<file path="config.mk">
export PLATFORM = sky130hd
export DESIGN_NAME = max_tree_pipe
export DESIGN_NICKNAME = d
export VERILOG_FILES = /design/src/rtl/max_tree_pkg.sv /design/src/rtl/max_tree_node.sv /design/src/rtl/max_tree_pipe.sv
export SDC_FILE = /design/constraint.sdc
export NUM_CORES = 1
export LEC_CHECK = 0
export CAP_MARGIN = 10
export CORE_MARGIN = 8
export CORE_UTILIZATION = 30
export DETAILED_ROUTE_END_ITERATION = 12
export PLACE_DENSITY = 0.54
export SYNTH_ARGS = -nofsm -noshare
export SYNTH_HDL_FRONTEND = slang
export SYNTH_SLANG_ARGS = --single-unit
export TNS_END_PERCENT = 100
</file>
<file path="constraint.sdc">
create_clock -name clk -period 2.2 [get_ports clk]
set_input_delay 0.44 -clock clk [delete_from_list [all_inputs] [get_ports clk]]
set_output_delay 0.44 -clock clk [all_outputs]
set_load 0.01 [all_outputs]
</file>
<file path="src/rtl/max_tree_pkg.sv">
// Shared definitions for the max/min reduction tree: search-mode encodings
// and elaboration-time helpers for index width, tree depth and level sizes.
package max_tree_pkg;

    localparam int MT_MAX = 0;
    localparam int MT_MIN = 1;

    function automatic int idx_w(input int n);
        return (n <= 1) ? 1 : $clog2(n);
    endfunction

    function automatic int tree_depth(input int n);
        return (n <= 1) ? 0 : $clog2(n);
    endfunction

    // Entries present at level l: repeated ceil-halving equals ceil(n / 2^l)
    function automatic int lvl_cnt(input int n, input int l);
        return (n + (1 << l) - 1) >> l;
    endfunction

endpackage

</file>
<file path="src/rtl/max_tree_node.sv">
// Combinational compare-select of one value/index pair. Operand a is the
// lower-index (or earlier) candidate and is kept unless b is strictly better.
module max_tree_node
    import max_tree_pkg::*;
#(
    parameter int WIDTH  = 16,
    parameter int SIGNED = 0,
    parameter int MODE   = MT_MAX,
    parameter int IW     = 1
) (
    input  logic [WIDTH-1:0] i_a_val,
    input  logic [IW-1:0]    i_a_idx,
    input  logic [WIDTH-1:0] i_b_val,
    input  logic [IW-1:0]    i_b_idx,
    output logic [WIDTH-1:0] o_val,
    output logic [IW-1:0]    o_idx
);

    logic w_b_gt;
    logic w_b_lt;
    logic w_take_b;

    always_comb begin
        if (SIGNED != 0) begin
            w_b_gt = $signed(i_b_val) > $signed(i_a_val);
            w_b_lt = $signed(i_b_val) < $signed(i_a_val);
        end else begin
            w_b_gt = i_b_val > i_a_val;
            w_b_lt = i_b_val < i_a_val;
        end
        w_take_b = (MODE == MT_MIN) ? w_b_lt : w_b_gt;
        o_val    = w_take_b ? i_b_val : i_a_val;
        o_idx    = w_take_b ? i_b_idx : i_a_idx;
    end

endmodule

</file>
<file path="src/rtl/max_tree_pipe.sv">
// Pipelined max/min search over N_CH channels with a register after every
// tree level, plus an optional per-frame peak-hold stage with position count.
module max_tree_pipe
    import max_tree_pkg::*;
#(
    parameter int WIDTH   = 16,
    parameter int N_CH    = 8,
    parameter int SIGNED  = 0,
    parameter int MODE    = MT_MAX,
    parameter int HOLD_EN = 0,
    parameter int CNT_W   = 16
) (
    input  logic                    clk,
    input  logic                    rst,
    input  logic                    we,
    input  logic                    last,
    input  logic [WIDTH*N_CH-1:0]   data_in,
    output logic [WIDTH-1:0]        data_out,
    output logic [idx_w(N_CH)-1:0]  idx_out,
    output logic [CNT_W-1:0]        pos_out,
    output logic                    valid_out
);

    localparam int IW = idx_w(N_CH);
    localparam int D  = tree_depth(N_CH);

    logic [N_CH-1:0][WIDTH-1:0] w_ch_val;
    logic [N_CH-1:0][IW-1:0]    w_ch_idx;
    logic                       w_in_last;

    assign w_in_last = we & last;

    genvar gi, gj;
    generate
        // Channel 0 sits in the most significant slice of data_in
        for (gi = 0; gi < N_CH; gi++) begin : g_ch
            assign w_ch_val[gi] = data_in[(N_CH-1-gi)*WIDTH +: WIDTH];
            assign w_ch_idx[gi] = IW'(gi);
        end

        for (gi = 0; gi < D; gi++) begin : g_lvl
            localparam int NI = lvl_cnt(N_CH, gi);
            localparam int NO = lvl_cnt(N_CH, gi + 1);

            logic [NI-1:0][WIDTH-1:0] w_src_val;
            logic [NI-1:0][IW-1:0]    w_src_idx;
            logic                     w_src_vld;
            logic                     w_src_last;
            logic [NO-1:0][WIDTH-1:0] w_sel_val;
            logic [NO-1:0][IW-1:0]    w_sel_idx;
            logic [NO-1:0][WIDTH-1:0] r_val;
            logic [NO-1:0][IW-1:0]    r_idx;
            logic                     r_vld;
            logic                     r_last;

            if (gi == 0) begin : g_src
                assign w_src_val  = w_ch_val;
                assign w_src_idx  = w_ch_idx;
                assign w_src_vld  = we;
                assign w_src_last = w_in_last;
            end else begin : g_src
                assign w_src_val  = g_lvl[gi-1].r_val;
                assign w_src_idx  = g_lvl[gi-1].r_idx;
                assign w_src_vld  = g_lvl[gi-1].r_vld;
                assign w_src_last = g_lvl[gi-1].r_last;
            end

            for (gj = 0; gj < NO; gj++) begin : g_node
                if (2*gj + 1 < NI) begin : g_pair
                    max_tree_node #(
                        .WIDTH  (WIDTH),
                        .SIGNED (SIGNED),
                        .MODE   (MODE),
                        .IW     (IW)
                    ) u_node (
                        .i_a_val (w_src_val[2*gj]),
                        .i_a_idx (w_src_idx[2*gj]),
                        .i_b_val (w_src_val[2*gj+1]),
                        .i_b_idx (w_src_idx[2*gj+1]),
                        .o_val   (w_sel_val[gj]),
                        .o_idx   (w_sel_idx[gj])
                    );
                end else begin : g_pass
                    // Unpaired highest entry rides through to the next level
                    assign w_sel_val[gj] = w_src_val[2*gj];
                    assign w_sel_idx[gj] = w_src_idx[2*gj];
                end
            end

            always_ff @(posedge clk) begin
                if (rst) begin
                    r_val  <= '0;
                    r_idx  <= '0;
                    r_vld  <= 1'b0;
                    r_last <= 1'b0;
                end else begin
                    r_val  <= w_sel_val;
                    r_idx  <= w_sel_idx;
                    r_vld  <= w_src_vld;
                    r_last <= w_src_last;
                end
            end
        end
    endgenerate

    logic [WIDTH-1:0] w_res_val;
    logic [IW-1:0]    w_res_idx;
    logic             w_res_vld;
    logic             w_res_last;

    generate
        if (D == 0) begin : g_res
            assign w_res_val  = w_ch_val[0];
            assign w_res_idx  = w_ch_idx[0];
            assign w_res_vld  = we;
            assign w_res_last = w_in_last;
        end else begin : g_res
            assign w_res_val  = g_lvl[D-1].r_val[0];
            assign w_res_idx  = g_lvl[D-1].r_idx[0];
            assign w_res_vld  = g_lvl[D-1].r_vld;
            assign w_res_last = g_lvl[D-1].r_last;
        end
    endgenerate

    logic [WIDTH-1:0] r_data;
    logic [IW-1:0]    r_idx;
    logic [CNT_W-1:0] r_pos;
    logic             r_valid;

    assign data_out  = r_data;
    assign idx_out   = r_idx;
    assign pos_out   = r_pos;
    assign valid_out = r_valid;

    generate
        if (HOLD_EN == 0) begin : g_out
            always_ff @(posedge clk) begin
                if (rst) begin
                    r_data  <= '0;
                    r_idx   <= '0;
                    r_pos   <= '0;
                    r_valid <= 1'b0;
                end else begin
                    r_valid <= w_res_vld;
                    r_pos   <= '0;
                    if (w_res_vld) begin
                        r_data <= w_res_val;
                        r_idx  <= w_res_idx;
                    end
                end
            end
        end else begin : g_out
            logic             r_have;
            logic [WIDTH-1:0] r_best_val;
            logic [IW-1:0]    r_best_idx;
            logic [CNT_W-1:0] r_best_pos;
            logic [CNT_W-1:0] r_cnt;
            logic [WIDTH-1:0] w_cmp_val;
            logic [IW-1:0]    w_cmp_idx;
            logic             w_take;
            logic [WIDTH-1:0] w_win_val;
            logic [IW-1:0]    w_win_idx;
            logic [CNT_W-1:0] w_win_pos;

            max_tree_node #(
                .WIDTH  (WIDTH),
                .SIGNED (SIGNED),
                .MODE   (MODE),
                .IW     (IW)
            ) u_hold_cmp (
                .i_a_val (r_best_val),
                .i_a_idx (r_best_idx),
                .i_b_val (w_res_val),
                .i_b_idx (w_res_idx),
                .o_val   (w_cmp_val),
                .o_idx   (w_cmp_idx)
            );

            // The node only picks the new result when strictly better, which
            // implies a different value, so a value change means "new wins".
            always_comb begin
                w_take    = !r_have || (w_cmp_val != r_best_val);
                w_win_val = w_take ? w_res_val : r_best_val;
                w_win_idx = w_take ? w_res_idx : r_best_idx;
                w_win_pos = w_take ? r_cnt     : r_best_pos;
            end

            always_ff @(posedge clk) begin
                if (rst) begin
                    r_data     <= '0;
                    r_idx      <= '0;
                    r_pos      <= '0;
                    r_valid    <= 1'b0;
                    r_have     <= 1'b0;
                    r_best_val <= '0;
                    r_best_idx <= '0;
                    r_best_pos <= '0;
                    r_cnt      <= '0;
                end else begin
                    r_valid <= 1'b0;
                    if (w_res_vld) begin
                        if (w_res_last) begin
                            r_valid <= 1'b1;
                            r_data  <= w_win_val;
                            r_idx   <= w_win_idx;
                            r_pos   <= w_win_pos;
                            r_have  <= 1'b0;
                            r_cnt   <= '0;
                        end else begin
                            r_have     <= 1'b1;
                            r_best_val <= w_win_val;
                            r_best_idx <= w_win_idx;
                            r_best_pos <= w_win_pos;
                            r_cnt      <= (r_cnt == '1) ? r_cnt : r_cnt + CNT_W'(1);
                        end
                    end
                end
            end
        end
    endgenerate

endmodule

</file>
Word level (Yosys, flattened, before mapping)
Cells that the tools add are included.

storage, ports and cells
  memory bits (writable) = 0
  memories kept = 0
  register bits after elaboration = 156
  logic and storage cells = 41
  latch bits = 0
  output and inout port bits = 36
  memory bits (read-only) = 0

cells by class
  bitwise gates (word level) = 0
  div/mod/pow operators = 0
  equality and inequality tests = 0
  shift-type cells = 0
  $add $sub $neg = 0
  order comparisons = 7
  multiplexer cells = 14
  multiply operators = 0
  reductions and logical operators = 0

operator list
  operator             number
  > comparator 16 bit  7
  two-way mux 16 bit   7
  two-way mux 3 bit    3
  two-way mux 1 bit    4

Longest topological paths before layout
Gate-level depths: netlist (run 1).

  depth in word-level cells = 2
  mapped depth = 10
  depth with buffers taken out = 8

Hierarchy
Synthesis (run 1) repeated with hierarchy kept, for this count alone.

second synthesis, totals
  cell total of the unflattened synthesis = 1474
  area total of the unflattened synthesis = 12044.1 µm²

by module, submodules not included
  module         seq. area each (µm²)  area an instance (µm²)  times used  cells an instance
  max_tree_node  0.0                   1082.3                  7           158
  max_tree_pipe  3123.0                4468.0                  1           368

Worst setup path before layout (run 1)
No wires, ideal clock.

  kind = input port to flip-flop
  start point = input data_in[113]
  end point = register g_lvl[0].r_val[10] (netlist bit)
  required time = 2128 ps
  stages on the path = 9
  slack = 145 ps
  data arrival time = 1984 ps
  path buffers = 1
  path through = inv_1 > ha_1 > nor2b_2 > o211ai_1 > a2111oi_2 > nor3_1 > a21oi_4 > buf_12 > mux2i_1

on the way
  word-level cells in the longest chain between the ends = 2

ends and longest elaborated chain
  element                 RTL line             RTL
  start: declaration      max_tree_pipe.sv:17  input logic [WIDTH*N_CH-1:0] data_in,
  > comparator 16 bit     max_tree_node.sv:28  w_b_gt = i_b_val > i_a_val;
  two-way mux 16 bit      max_tree_node.sv:32  o_val = w_take_b ? i_b_val : i_a_val;
  end signal: assignment  max_tree_pipe.sv:97  r_val <= w_sel_val;
  end: declaration        max_tree_pipe.sv:51  logic [NO-1:0][WIDTH-1:0] r_val;

No other way between the ends.
A chain may end at the register's enable or synchronous reset.

Worst setup path in the final report (run 1)
  start point = register g_lvl[0].r_val[35] (netlist bit)
  end point = register g_lvl[1].r_val[25] (netlist bit)

on the way
  word-level cells in the longest chain between the ends = 2

ends and longest elaborated chain
  element                 RTL line
  > comparator 16 bit     max_tree_node.sv:28
  two-way mux 16 bit      max_tree_node.sv:32
  end signal: assignment  max_tree_pipe.sv:97
  end: declaration        max_tree_pipe.sv:51

No other way between the ends.

==> flow_summary.ini, run 1 <==
[outcome]
status = finished, violations left
violations = negative setup slack

[worst_hold_path]
hold_end = g_lvl[0].r_val[1]$_SDFF_PP0_
whs_path_depth = 3
hold_class = input port to flop
min_from = data_in[113]

[global_route]
grt_pass1_vias = 7005
grt_pass1_wl_um = 34100
grt_usage_pct = 12.4
grt.overflow.total = 0
grt_max_degree = 70
grt_antenna_before_repair = 0

[worst_setup_path]
reg2reg_slack_ns = -0.03
setup.worst_path.end_class = flop
r2r-end = g_lvl[1].r_val[25]$_SDFF_PP0_
cp.required_ns = 2.53
r2r_cells = 9
critPathMaxFanout = 5
critPathArrivalTime_ns = 2.56
path_class = flop to flop
startpoint_type = flop
reg2reg_from = g_lvl[0].r_val[35]$_SDFF_PP0_

[logic_synthesis]
synth_top_family_by_area = simple AND/OR/NAND/NOR gates
synth_top_area_share_pct = 34.4
syn_area_um2 = 8610
synth_cell_types = 35
synth-adder-area-share_pct = 16.3
synthTopCellsByArea = dfxtp_1 34%, ha_1 16%, mux2i_1 16%, nand2_1 11%, inv_1 5.2%
synth_simple_gate_area_share_pct = 17.4
synth-main-ff-cell = dfxtp_1
syn_avg_cell_area_um2 = 8.65
synth_cells = 996
synthXorXnorAreaFrac_pct = 0
yosysTopAreaCell = dfxtp_1
muxShareOfSynthArea_pct = 15.7
synth-compound-area-share_pct = 6.67
synth_edf_count = 0
ys_async_sr_fraction_pct = 0
ys_seq_area_share_pct = 34.4
ys_ff_latch = 148
ys_warn_count = 0

[power_and_ir_drop]
leakagePower_nw = 6.34
swShare_pct = 29.2
seq_power_share_pct = 35.9
p_comb_share_pct = 32.6
p_switching_mw = 2.56
p_per_area_nw_per_um2 = 667
p_int_mw = 6.22
clockPowerShare_pct = 31.5
power_mw = 8.79
peakVddDrop_v = 0.000571

[cells_and_area]
nets = 1509
area_growth_pct = 53.0
diodes = 0
final_layout_size_suffix_gt1_share_pct = 23.1
n_fill_cell = 2749

[floorplan]
std_cell_rows = 62
die_w_um = 185
dieArea_um2 = 34400
die_h_um = 185
start_util_pct = 30.3
core_area_um2 = 28500
io_pins = 168

[detailed_routing]
viasPerCell = 4.37
drt_iter0_drc = 221
drc = 0
final_antenna_net_count = 0
postRouteWirelength_um = 23300
num_vias = 7266
avgRoutedWirePerCell_um = 14.0
drt-pass1-iter-count = 4

[job]
cap_violations = 0

[sta]
period_share_pct = 101
finalClockSkew_ns = 0.00685
max_freq_mhz = 449
hold_viol = 0
grt_setup_unrepaired = true
setup-tns-final_ns = -0.0960
final.setup.worst_slack_ns = -0.0287
finalSetupViolCount = 7
fin_crit_ns = 2.23
worst_hold_slack_ns = 0.311
drv_slew = 0

[clock_tree]
cts.sinks = 148
cts_tree = built
clkTransAtPathRegs_ns = 0.06
clock_latency_ns = 0.41
numCtsBuffers = 17
ctsHtreeMaxLevel = 4
ctsHoldBuffers = 0
cts-root-buf = clkbuf_16
clockBufferDepth = 2

[placement]
portBuffers = 150
dp.final_hpwl_um = 17800
routabilityCongestion = 0.864
==> through the flow <==
stage | instance area, um2 | instances | util (%) | setup WS, ns
after floorplan | 8670 | 1011 | - | 0.145
after global placement | 11300 | 1606 | 39.7 | -0.623
after detailed placement | 11300 | 1606 | 39.7 | -0.678
after CTS | 11900 | 1641 | 41.9 | -0.0126
after global routing | 13200 | 1662 | 46.3 | -0.149
final | 13200 | 1662 | 46.3 | -0.0287
==> worst max path at each step <==
stage | from | to | cells past startpoint
floorplan | data_in[113] | g_lvl[0].r_val[10]$_SDFF_PP0_ | 9
global placement | data_in[113] | g_lvl[0].r_val[5]$_SDFF_PP0_ | 9
detailed placement | data_in[119] | g_lvl[0].r_val[3]$_SDFF_PP0_ | 8
CTS | g_lvl[0].r_val[33]$_SDFF_PP0_ | g_lvl[1].r_val[29]$_SDFF_PP0_ | 9
global route | g_lvl[0].r_val[33]$_SDFF_PP0_ | g_lvl[1].r_val[21]$_SDFF_PP0_ | 10
finish | g_lvl[0].r_val[35]$_SDFF_PP0_ | g_lvl[1].r_val[25]$_SDFF_PP0_ | 9
==> layer usage <==
| metal | up-vias | part of all wire (%) | global-route usage, % |
|---|---|---|---|
| li1 | 3828 | - | - |
| met1 | 3289 | 47 | 16.3 |
| met2 | 126 | 47 | 20.2 |
| met3 | 23 | 4.1 | 2.93 |
| met4 | 0 | 1.4 | 3.01 |
| met5 | - | 0 | 0 |
==> Yosys cell counts (8+ instances only) <==
cell      number
a21oi_1       38
buf_4         19
clkbuf_1      30
dfxtp_1      148
ha_1         112
inv_1        119
mux2i_1      135
nand2_1      246
nand3_1       14
nand4_1       27
nor2_1        19
nor2b_1        8
==> cells by family (layout without fill, tap and decap cells) <==
logic type / count (synthesis) / after routing
compound gates: 77 / 77
fa+ha+maj: 112 / 112
buf+inv: 176 / 443
flops: 148 / 148
mux: 135 / 135
other cells: 1 / 16
simple gates: 347 / 347
==> sequential cells by signal (all words and copies together), names as in the netlist <==
name and flops:
g_lvl.r_val 112, valid_out 1, g_lvl.r_idx 13, idx_out 3, data_out 16, g_lvl.r_vld 3
==> power by group through the flow <==
stage               logic [mW]  registers [mW]  clock network (mW)
finish                    2.86            3.15                2.77
global route              3.13            3.18                2.94
CTS                       2.31            3.14                2.84
detailed placement        2.27            3.20                   0
global placement          2.24            3.20                   0
floorplan                 1.49            3.11                   0
==> what timing repair did <==
item                                   in CTS  in global routing
setup endpoints to repair                  22                121
endpoints found under the hold margin       0                  0
gates resized for setup                     3                197
gates cloned                                0                 11
pin swaps                                   4                 43
buffers inserted                            3                 10
==> cell usage in the layout (no fill, tap or decap), types with 4 or more instances in the layout <==
cell type,instances
buf_6,6
a21oi_4,4
clkdlybuf4s50_1,73
a2111oi_4,4
inv_1,100
dlymetal6s2s_1,77
dfxtp_1,135
nand4_1,27
nand3_1,14
ha_1,70
o211ai_1,6
nor2b_4,4
nand2_1,246
nor2_1,19
ha_4,40
a221oi_1,4
o21ai_1,4
mux2i_1,118
inv_2,18
buf_12,11
a21oi_1,35
buf_4,115
a21boi_0,7
mux2i_2,14
nor2b_1,5
conb_1,16
or2_1,7
dfxtp_2,13
nor3_2,5
and2_1,5
clkbuf_16,25
clkinvlp_4,6
nor4_1,5
==> area by class of cell <==
cell class	instances	area (um2)	area share [%]
Multi-Input combinational cell	687	5640	42.8
Timing Repair Buffer	291	3060	23.2
Sequential cell	148	2980	22.6
Tap cell	384	480	3.64
Inverter	120	455	3.45
Clock buffer	20	437	3.31
Clock inverter	12	133	1.01
==> worst max-delay path: stages, from the launching register on <==
cell and delay [ns]:
dfxtp_1 0.41, inv_1 0.07, ha_1 0.31, o211ai_1 0.13
a2111oi_2 0.44, nor3_2 0.10, a21oi_2 0.19, buf_4 0.14
buf_12 0.12, mux2i_4 0.24
(Power assumes the default switching activity.)
==> run 2, diff against run 1 <==
Settings changed: TNS_END_PERCENT 100 to 30.
==> flow_summary.ini, run 2 (synthesized netlist as in run 1, its figures left out) <==
[sta]
grt_setup_unrepaired = true
drv_slew = 0
hold_viol = 0
finalClockSkew_ns = 0.0117
final.setup.worst_slack_ns = -0.0378
period_share_pct = 102
max_freq_mhz = 447
fin_crit_ns = 2.24
finalSetupViolCount = 15

[worst_setup_path]
startpoint_type = flop
slowest_stage = a2111oi_2
critPathArrivalTime_ns = 2.57
critPathMaxFanout = 5
path_class = flop to flop
setup.worst_path.end_class = flop
r2r_cells = 9
cp.required_ns = 2.53
path_cells = inv_1 > ha_1 > o211ai_1 > a2111oi_2 > nor3_2 > a21oi_2 > buf_4 > buf_12 > mux2i_4
cpPeakStageDelay_ns = 0.44

[power_and_ir_drop]
seq_power_share_pct = 36.4
p_comb_share_pct = 31.4
peakVddDrop_v = 0.000527
power_mw = 8.64
p_per_area_nw_per_um2 = 663
clockPowerShare_pct = 32.2
p_switching_mw = 2.53
p_int_mw = 6.11
leakagePower_nw = 6.28
swShare_pct = 29.3

[detailed_routing]
avgRoutedWirePerCell_um = 14.0
num_vias = 7213
drc = 0
drt_iter0_drc = 221
postRouteWirelength_um = 23100
final_antenna_net_count = 0
viasPerCell = 4.36
drt-pass1-iter-count = 4

[clock_tree]
cts-root-buf = clkbuf_16
clkTransAtPathRegs_ns = 0.06
cts.sinks = 148
ctsHtreeMaxLevel = 4
clockBufferDepth = 2
clock_latency_ns = 0.42
cts_tree = built
numCtsBuffers = 17

[placement]
routabilityCongestion = 0.864
dp.final_hpwl_um = 17800
portBuffers = 150

[cells_and_area]
area_growth_pct = 51.3
final_layout_size_suffix_gt1_share_pct = 21.9
layout_commonest_cell = nand2_1
n_fill_cell = 2767
nets = 1500
multi_input_area_um2 = 5590
final-seq-area_um2 = 2970
final_util_pct = 45.8
layout_common_cells = 246 x nand2_1, 139 x dfxtp_1, 115 x mux2i_1
regMostFlops = g_lvl.r_val
diodes = 0
largest_reg_flops = 112

[floorplan]
die_h_um = 185
die_w_um = 185
io_pins = 168
start_util_pct = 30.3
std_cell_rows = 62
dieArea_um2 = 34400
core_area_um2 = 28500

[job]
cap_violations = 0

[global_route]
grt_antenna_before_repair = 0
grt_usage_pct = 12.4
grt.overflow.total = 0
grt_pass1_vias = 6996
grt_max_degree = 70
grt_pass1_wl_um = 34100

[outcome]
violations = negative setup slack
status = finished, violations left

[worst_hold_path]
whs_path_depth = 3
hold_class = input port to flop
## run 2: cell count changes in the layout (fill, tap and decap cells not counted), sizes merged
cell and delta:
buf -9
## run 2: routing by layer
metal  vias up  global-route usage [%]  share of wire [%]
met5         -                       0                  0
met4         0                    3.01               0.94
met3        16                    2.93                4.2
met2       121                    20.2                 47
met1      3266                    16.2                 48
li1       3810                       -                  -
## run 2: repair_timing
action	in CTS	in global routing
setup buffers	2	5
pin swaps	4	41
cloned	0	8
hold buffers	0	0
setup endpoints to repair	22	121
resized for setup	2	183
## run 2: power groups by stage
stage / clock [mW] / combinational [mW] / sequential [mW]
2_1_floorplan: 0 / 1.49 / 3.11
3_3_place_gp: 0 / 2.24 / 3.20
3_5_place_dp: 0 / 2.27 / 3.20
4_1_cts: 2.84 / 2.30 / 3.14
5_1_grt: 2.95 / 2.97 / 3.17
6_report: 2.78 / 2.71 / 3.15
## run 2: area by class of cell
class	instances	area share [%]
Tap cell	384	3.69
Inverter	120	3.49
Clock inverter	12	1.02
Multi-Input combinational cell	687	42.8
Clock buffer	20	3.35
Timing Repair Buffer	282	22.8
Sequential cell	148	22.8
## run 2: worst max-delay path, delay by kind of cell, from the launching register on
kind / cells / cell delay [ns]
flops: 1 / 0.41
fa+ha+maj: 1 / 0.31
buf+inv: 3 / 0.33
simple gates: 1 / 0.10
compound gates: 3 / 0.76
mux: 1 / 0.24
## run 2: stage by stage
stage	setup WS, ns	instance area (um2)	TNS [ns]	hold WS (ns)	std cells
floorplan	0.145	8670	0	0.414	1011
global placement	-0.623	11300	-30.15	0.423	1606
detailed placement	-0.678	11300	-30.86	0.431	1606
CTS	-0.0202	11900	-0.0279	0.452	1640
global route	-0.158	13000	-4.49	0.318	1653
finish	-0.0378	13000	-0.167	0.306	1653
## run 2: worst paths after layout
| check | start | endpoint | slack [ns] |
|---|---|---|---|
| worst min-delay path | data_in[113] | g_lvl[0].r_val[1]$_SDFF_PP0_ | 0.31 |
| worst min register to register | g_lvl[1].r_idx[1]$_SDFF_PP0_ | g_lvl[2].r_idx[1]$_SDFF_PP0_ | 0.44 |
| worst max-delay path | g_lvl[0].r_val[35]$_SDFF_PP0_ | g_lvl[1].r_val[25]$_SDFF_PP0_ | -0.04 |
| worst max register to register | g_lvl[0].r_val[35]$_SDFF_PP0_ | g_lvl[1].r_val[25]$_SDFF_PP0_ | -0.04 |
==> run 3, diff against run 2 <==
Settings changed: CAP_MARGIN 10 to default, PLACE_DENSITY 0.54 to 0.52, SYNTH_HIERARCHICAL from default to 1.
==> flow_summary.ini, run 3 <==
[outcome]
status = finished, violations left
violations = negative setup slack

[global_route]
grt_pass1_vias = 13100
grt.overflow.total = 0
grt_antenna_before_repair = 0
grt_max_degree = 73
grt_pass1_wl_um = 68800
grt_usage_pct = 17.4

[placement]
place_area_um2 = 16100
pre_cts_slack_ns = -0.678
routabilityCongestion = 0.840
dpl.cell_count = 2336
portBuffers = 150
dp.final_hpwl_um = 29000

[worst_setup_path]
cpLargestDelayFamily = simple AND/OR/NAND/NOR gates
startpoint_type = flop
path_cells = ha_4 > nand4_4 > o21bai_1 > or3_4 > clkbuf_16 > o311ai_2 > o211ai_1 > nor2b_1
critPathMaxFanout = 9
path_class = flop to flop
setup.worst_path.end_class = flop
cp.required_ns = 2.52
critPathArrivalTime_ns = 2.62
slowest_stage = dfxtp_1
cpPeakStageDelay_ns = 0.45
path_buf_inv = 1

[cells_and_area]
design_area_um2 = 20500
final_layout_size_suffix_gt1_share_pct = 40.5
largest_reg_flops = 112
n_fill_cell = 3565
nets = 2163
final_util_pct = 51.7
fin_cells = 2457
layout_commonest_cell = buf_4
area_growth_pct = 70.1
diodes = 0
multi_input_area_um2 = 10600
layout_common_cells = 287 x buf_4, 184 x nand3_1, 128 x dfxtp_1
regMostFlops = g_lvl.r_val
final-seq-area_um2 = 3160

[sta]
grt_setup_unrepaired = true
max_freq_mhz = 435
fin_crit_ns = 2.30
worst_pin_slew_ns = 0.568
max_slew_margin_pct = 62.0
final.setup.worst_slack_ns = -0.100
period_share_pct = 105
hold_viol = 0
finalSetupViolCount = 8
worst_hold_slack_ns = 0.376
finalClockSkew_ns = 0.0149
setup-tns-final_ns = -0.253
drv_slew = 0

[detailed_routing]
final_antenna_net_count = 0
avgRoutedWirePerCell_um = 18.6
drt-pass1-iter-count = 5
drt_iter0_drc = 1053
drc = 0
postRouteWirelength_um = 45800
num_vias = 13500
viasPerCell = 5.48

[clock_tree]
cts.sinks = 156
cts_tree = built
clkTransAtPathRegs_ns = 0.07
ctsHtreeMaxLevel = 4
cts-root-buf = clkbuf_16
numCtsBuffers = 17
clock_latency_ns = 0.43
clockBufferDepth = 2

[floorplan]
io_pins = 168
start_util_pct = 30.4
dieArea_um2 = 46800
die_h_um = 216
core_area_um2 = 39600
die_w_um = 216
std_cell_rows = 73

[logic_synthesis]
ys_seq_area_share_pct = 25.9
synth_most_common_cell = nand3_1
synthTopCellsByArea = dfxtp_1 26%, ha_1 12%, nand3_1 7.9%, o311ai_1 7.6%, nor2b_1 7.1%
synth_cells = 1474
ys_ff_latch = 156
synthTopCellsByCount = 189 x nand3_1, 156 x dfxtp_1, 137 x nor2b_1, 119 x inv_1, 112 x ha_1
synth-main-ff-cell = dfxtp_1
synth_top_area_share_pct = 25.9
ys_warn_count = 6
syn_area_um2 = 12000
synth_edf_count = 0
syn_avg_cell_area_um2 = 8.17
ys_async_sr_fraction_pct = 0
synth_cell_types = 33
yosysTopAreaCell = dfxtp_1

[worst_hold_path]
hold_class = input port to flop

[power_and_ir_drop]
leakagePower_nw = 8.05
p_int_mw = 7.31
p_comb_share_pct = 44.7
clockPowerShare_pct = 26.3
peakVddDrop_v = 0.000526
p_per_area_nw_per_um2 = 557
p_switching_mw = 4.11
swShare_pct = 36.0
seq_power_share_pct = 29.0
power_mw = 11.4

[job]
cap_violations = 0
-- run 3: kinds of logic after synthesis --
group,Yosys count,synth area share (%)
fa+ha+maj,112,11.6
buf+inv,266,10.6
mux,19,1.58
simple gates,597,29.4
other cells,2,0.0624
flops,156,25.9
compound gates,322,20.8
-- run 3: power by group through the flow --
stage	sequential, mW	combinational, mW	clock [mW]
5_1_grt	3.34	5.47	3.18
2_1_floorplan	3.23	2.30	0
6_report	3.32	5.10	3.00
3_3_place_gp	3.32	3.50	0
3_5_place_dp	3.32	3.57	0
4_1_cts	3.27	4.15	3.06
-- run 3: area by class of cell --
type | count | area share, %
flip-flops and latches | 156 | 15.4
clock buffers | 17 | 2.08
repair buffers | 508 | 24.6
well taps | 525 | 3.21
multi-input cells | 1117 | 51.7
clock inverters | 15 | 0.819
inverters | 119 | 2.18
-- run 3: repair_timing --
item | CTS | global route
buffers inserted | 38 | 15
pin swaps | 73 | 115
resized for setup | 263 | 321
gates cloned | 17 | 20
hold buffers | 0 | 0
endpoints found under the setup margin | 128 | 129
-- run 3: path summary, 6_finish.rpt --
kind	startpoint	endpoint	slack, ns	depth (start not counted)
worst max register to register	g_lvl[1].r_val[28]$_SDFF_PP0_	g_lvl[2].r_val[13]$_SDFF_PP0_	-0.10	8
worst min-delay path	rst	data_out[13]$_SDFFE_PP0P_	0.38	2
worst min register to register	g_lvl[0].r_vld$_SDFF_PP0_	g_lvl[1].r_vld$_SDFF_PP0_	0.46	1
worst max-delay path	g_lvl[1].r_val[28]$_SDFF_PP0_	g_lvl[2].r_val[13]$_SDFF_PP0_	-0.10	8
-- run 3: worst reg2reg max path: cells and delay by family (launching register included) --
kind / cells / cell delay (ns)
compound gates: 3 / 0.60
buf+inv: 1 / 0.20
fa+ha+maj: 1 / 0.25
flops: 1 / 0.45
simple gates: 3 / 0.68
-- run 3: per-layer routing --
| metal | track usage, % | vias up | wire (um) |
|---|---|---|---|
| li1 | - | 6472 | - |
| met4 | 4.58 | 0 | 944 |
| met3 | 2.45 | 70 | 2450 |
| met2 | 28.8 | 471 | 22200 |
| met5 | 0 | - | 0 |
| met1 | 23.4 | 6452 | 20200 |
